## src/rtl/ttm4_pkg.sv

```systemverilog
// rtl/ttm4_pkg.sv - shared types and constants for the TTM4 cycle sequencer
package ttm4_pkg;

    typedef enum logic [2:0] {
        ST_IDLE,
        ST_RUN,
        ST_STEP,
        ST_ACK,
        ST_HALTED
    } state_t;

    localparam logic [3:0] E_ENABLED  = 4'b0100;
    localparam logic [3:0] E_DISABLED = 4'b0001;
    localparam int         PHASE_W    = 3;

    function automatic logic is_active(input state_t s);
        return (s == ST_RUN) || (s == ST_STEP);
    endfunction

endpackage

```

## src/rtl/ttm4_tick_div.sv

```systemverilog
// rtl/ttm4_tick_div.sv - loadable down-counter producing a one-cycle phase tick
module ttm4_tick_div #(
    parameter int DIV_W = 20
) (
    input  logic             clk,
    input  logic             rst,
    input  logic             enable,
    input  logic             start,
    input  logic [DIV_W-1:0] div,
    output logic             tick
);

    logic [DIV_W-1:0] count;

    // div is only sampled at a reload, so a change waits for the next tick or start
    always_ff @(posedge clk) begin
        if (rst) begin
            count <= '0;
        end else if (start) begin
            count <= div;
        end else if (enable) begin
            if (count == '0) begin
                count <= div;
            end else begin
                count <= count - DIV_W'(1);
            end
        end
    end

    assign tick = enable && (count == '0);

endmodule

```

## src/rtl/ttm4_cycle_sequencer.sv

```systemverilog
// rtl/ttm4_cycle_sequencer.sv - machine-cycle sequencer driving the phase decoder A/E inputs
module ttm4_cycle_sequencer
    import ttm4_pkg::*;
#(
    parameter int N_PHASES = 8,
    parameter int DIV_W    = 20
) (
    input  logic             CLK,
    input  logic             RST,
    input  logic [DIV_W-1:0] DIV,
    input  logic             RUN,
    input  logic             STEP_REQ,
    output logic             STEP_ACK,
    input  logic             HALT,
    output logic [3:0]       A,
    output logic [3:0]       E,
    output logic             PHASE_TICK,
    output logic             CYCLE_END,
    output logic             BUSY,
    output logic             HALTED
);

    localparam logic [PHASE_W-1:0] LAST_PHASE = PHASE_W'(N_PHASES - 1);

    state_t             state_q, state_d;
    logic [PHASE_W-1:0] phase_q, phase_d;
    logic [3:0]         e_q;
    logic               phase_tick_q, cycle_end_q, busy_q, halted_q, step_ack_q;
    logic               phase_tick_d, cycle_end_d, div_start, tick;

    ttm4_tick_div #(.DIV_W(DIV_W)) u_tick_div (
        .clk    (CLK),
        .rst    (RST),
        .enable (is_active(state_q)),
        .start  (div_start),
        .div    (DIV),
        .tick   (tick)
    );

    always_comb begin
        state_d      = state_q;
        phase_d      = phase_q;
        phase_tick_d = 1'b0;
        cycle_end_d  = 1'b0;
        div_start    = 1'b0;
        case (state_q)
            ST_IDLE: begin
                if (RUN) begin
                    state_d   = ST_RUN;
                    phase_d   = '0;
                    div_start = 1'b1;
                end else if (STEP_REQ) begin
                    state_d   = ST_STEP;
                    phase_d   = '0;
                    div_start = 1'b1;
                end
            end
            ST_RUN, ST_STEP: begin
                if (tick) begin
                    phase_tick_d = 1'b1;
                    if (phase_q == LAST_PHASE) begin
                        // End-of-cycle decisions are only taken on the wrapping tick
                        phase_d     = '0;
                        cycle_end_d = 1'b1;
                        if (HALT) begin
                            state_d = ST_HALTED;
                        end else if (state_q == ST_RUN) begin
                            state_d = RUN ? ST_RUN : ST_IDLE;
                        end else begin
                            state_d = ST_ACK;
                        end
                    end else begin
                        phase_d = phase_q + PHASE_W'(1);
                    end
                end
            end
            ST_ACK: begin
                if (!STEP_REQ) begin
                    state_d = ST_IDLE;
                end
            end
            ST_HALTED: begin
                if (!RUN && !STEP_REQ) begin
                    state_d = ST_IDLE;
                end
            end
            default: begin
                state_d = ST_IDLE;
                phase_d = '0;
            end
        endcase
    end

    always_ff @(posedge CLK) begin
        if (RST) begin
            state_q      <= ST_IDLE;
            phase_q      <= '0;
            e_q          <= E_DISABLED;
            phase_tick_q <= 1'b0;
            cycle_end_q  <= 1'b0;
            busy_q       <= 1'b0;
            halted_q     <= 1'b0;
            step_ack_q   <= 1'b0;
        end else begin
            state_q      <= state_d;
            phase_q      <= phase_d;
            e_q          <= is_active(state_d) ? E_ENABLED : E_DISABLED;
            phase_tick_q <= phase_tick_d;
            cycle_end_q  <= cycle_end_d;
            busy_q       <= is_active(state_d);
            halted_q     <= (state_d == ST_HALTED);
            step_ack_q   <= (state_d == ST_ACK);
        end
    end

    assign A          = {1'b0, phase_q};
    assign E          = e_q;
    assign PHASE_TICK = phase_tick_q;
    assign CYCLE_END  = cycle_end_q;
    assign BUSY       = busy_q;
    assign HALTED     = halted_q;
    assign STEP_ACK   = step_ack_q;

endmodule

```

## config.mk

```make
export PLATFORM = sky130hd
export DESIGN_NAME = ttm4_cycle_sequencer
export DESIGN_NICKNAME = d
export VERILOG_FILES = /design/src/rtl/ttm4_pkg.sv /design/src/rtl/ttm4_tick_div.sv /design/src/rtl/ttm4_cycle_sequencer.sv
export SDC_FILE = /design/constraint.sdc
export NUM_CORES = 1
export LEC_CHECK = 0
export BUFFER_PORTS_ARGS = -buffer_cell sky130_fd_sc_hd__buf_2
export CAP_MARGIN = 20
export CELL_PAD_IN_SITES_DETAIL_PLACEMENT = 1
export CELL_PAD_IN_SITES_GLOBAL_PLACEMENT = 1
export CORE_UTILIZATION = 40
export CTS_BUF_LIST = sky130_fd_sc_hd__clkbuf_4 sky130_fd_sc_hd__clkbuf_8
export CTS_CLUSTER_DIAMETER = 200
export DETAILED_ROUTE_END_ITERATION = 8
export MAX_ROUTING_LAYER = met4
export PLACE_DENSITY = 0.89
export SYNTH_ARGS = -nofsm -noshare
export SYNTH_HDL_FRONTEND = slang
export SYNTH_SLANG_ARGS = --single-unit
```

## constraint.sdc

```tcl
create_clock -name CLK -period 4.8 [get_ports CLK]
set_clock_uncertainty 0.1 [all_clocks]
set_input_delay 0.72 -clock CLK [delete_from_list [all_inputs] [get_ports CLK]]
set_output_delay 0.72 -clock CLK [all_outputs]
set_load 0.02 [all_outputs]
```

==> results.ini <==
[timing]
slew_viol_final=0
hold_viol_final=0
period_share_pct=61.13
maxSlewHeadroom_pct=48.14
min_period_ps=2934
fmax_mhz=340.8
worst_pin_slew_ps=778.0
fin_setup_tns_ps=0
setup_viol_count_final=0
rsz0062_at_grt=no
layout_setup_ws_ps=1866

[synthesis]
netlist-cell-type-count=62
async_flop_share_pct=0
synth.area.top_cells=dfxtp_1 32%, nor2_1 4.3%, nor3_1 3.2%
synth_top_area_share_pct=31.59
syn_area_um2=2028
synth_area_per_cell_um2=8.312
synthFlopType=dfxtp_1
ys_seq_area_share_pct=31.59
synth_common_cells=32 x dfxtp_1, 23 x nor2_1, 13 x nor3_1, 12 x clkbuf_1, 11 x nand2_1
synth-edff-count=0
syn_inst=244
yosysWarnings=0
synth_top_cell_by_area=dfxtp_1
postSynthRegisterBits=32
synth.most_common_cell=dfxtp_1

[route]
drtAntennaViolNets=0
drc=0
vias=2094
drt_iter0_markers=181
drt_pass1_iterations=5
totalWireLength_um=6194
via_per_inst=6.177
wl_per_cell_um=18.27

[finish]
area_growth_pct=14.44
diodes=0
fillCellCount=581
final_nets=299
drive_gt1_share_pct=23.16
finalNonFillerCells=339
post-route-util_pct=48.50

[cts]
cts_root_buf=clkbuf_8
clkLatencyLatePin_ps=280
cts_setup_buffers=0
cts_tree=yes
holdBufCountCts=0
numCtsBuffers=5
cts_sinks=32
clockBufferDepth=2
clk_pin_slew_ps=70
cts-htree-levels=2
post_cts_resize_count=0

[critical_path]
endpoint_kind=flop
cpMaxStageDelayCell=or4b_1
crit_path_cell_trace=inv_1, ha_1, or4b_1, nor4_2, nand2_1, o211ai_2, mux2_1
cp.arrival_ps=3010
r2r_end=E[2]
worst_ep_required_time_ps=4870
critical_path_class=flop to flop
reg2reg_slack_ps=1870
worstPathMaxFanout=8
reg2reg_from=u_tick_div.count[0]
cpPeakStageDelay_ps=610
reg2reg_depth=7
start_kind=flop

[floorplanning]
ios=38
rows=25
initial_core_util_pct=42.38
die_area_um2=5359
die_y_um=73.21
die_w_um=73.21
core_um2=4786

[power_and_ir_drop]
powerDensity_nw_per_um2=504.1
p_switching_uw=517.4
combPwrFrac_pct=46.5
pwr-share-clk_pct=19.4
p_leak_uw=0.0009010
power_uw=1170
internal_power_uw=652.7
pwr-share-seq_pct=34.0
peakVddDrop_uv=216.3
p_sw_share_pct=44.22

[place]
io_buffers=34
place.gp.congestion=0.8487
post-place-ws_ps=1903
dpl.hpwl_um=4454
dp_cells=331

[global_route]
grt_pass1_wl_um=10270
grt_pass1_vias=2117
grt_util_all_layers_pct=25.65
grt-ovfl-total=0
grt_max_degree=36
grt_antenna_before_repair=0

[hold_path]
hp-class=flop to flop
min_to=phase_q[1]
min_from=phase_q[1]
hold-path-cell-count=2

[outcome]
status=completed

[job]
max_cap_viol_count=0

[critical path: cells and delay by family (launching register included)]
kind | cells | cell delay (ps)
flip-flops | 1 | 370
AO/OA/AOI/OAI | 1 | 350
AND/OR/NAND/NOR | 3 | 1350
buffers and inverters | 1 | 90
adder cells (fa/ha/maj) | 1 | 220
multiplexers | 1 | 350
[stage by stage]
step,hold slack [ps],instance area [um2]
after CTS,395.4,2321
after floorplan,361.2,2036
final,392.6,2321
after global placement,375.9,2223
after global routing,429.7,2321
after detailed placement,385.0,2223
[worst max-delay path by stage]
stage / from / end / slack [ps] / cells past startpoint
floorplan: u_tick_div.count[0] / u_tick_div.count[0] / 2290 / 9
global placement: u_tick_div.count[0] / E[2] / 2020 / 7
detailed placement: STEP_REQ / u_tick_div.count[8] / 1900 / 6
CTS: u_tick_div.count[0] / E[2] / 1880 / 7
global route: u_tick_div.count[0] / E[2] / 1690 / 7
finish: u_tick_div.count[0] / E[2] / 1870 / 7
[placed cells by master, fill, tap and decap left out, drive strengths merged, types with 4 or more instances in the layout]
cell type  instances
a21oi             10
a31oi              9
buf               37
clkbuf             8
dfxtp             32
inv                5
mux2i              5
nand2             11
nand2b             6
nand3              6
nand3b             5
nand4b             4
nor2              23
nor3              15
nor4               8
o211ai             7
o21ai              7
o22ai              6
or3                8
or4               10
[final cells by class]
cell class	count	area, um2	area share (%)
flip-flops and latches	32	640.6	27.60
repair buffers	37	192.7	8.302
clock buffers	8	97.59	4.205
multi-input cells	190	1287	55.47
well taps	67	83.83	3.612
inverters	5	18.77	0.8086
[state kept, by name, indices dropped and copies added, names as in the netlist]
name	flops
u_tick_div.count	20
state_q	3
STEP_ACK	1
E	2
HALTED	1
PHASE_TICK	1
CYCLE_END	1
phase_q	3
[power groups by stage]
| stage | clock network (uW) | logic (uW) | registers, uW |
|---|---|---|---|
| global route | 244 | 595 | 406 |
| CTS | 233 | 539 | 395 |
| finish | 227 | 545 | 398 |
| global placement | 0 | 514 | 395 |
| detailed placement | 0 | 532 | 400 |
| floorplan | 0 | 404 | 389 |
[kinds of logic after synthesis]
kind of cell | after synthesis | synth area share [%]
AO/OA/AOI/OAI | 63 | 23.69
adder cells (fa/ha/maj) | 3 | 1.851
buffers and inverters | 24 | 5.613
flip-flops | 32 | 31.59
multiplexers | 7 | 3.578
other | 1 | 0.1849
AND/OR/NAND/NOR | 114 | 33.50
[routing by layer]
layer | vias up | GRT usage [%] | wire length [um]
met4 | 0 | 9.586 | 141
met3 | 13 | 3.453 | 231
met2 | 56 | 41.26 | 3015
met5 | - | - | 0
met1 | 1034 | 32.66 | 2806
li1 | 991 | - | -
Power figures use the tool's default switching activity.
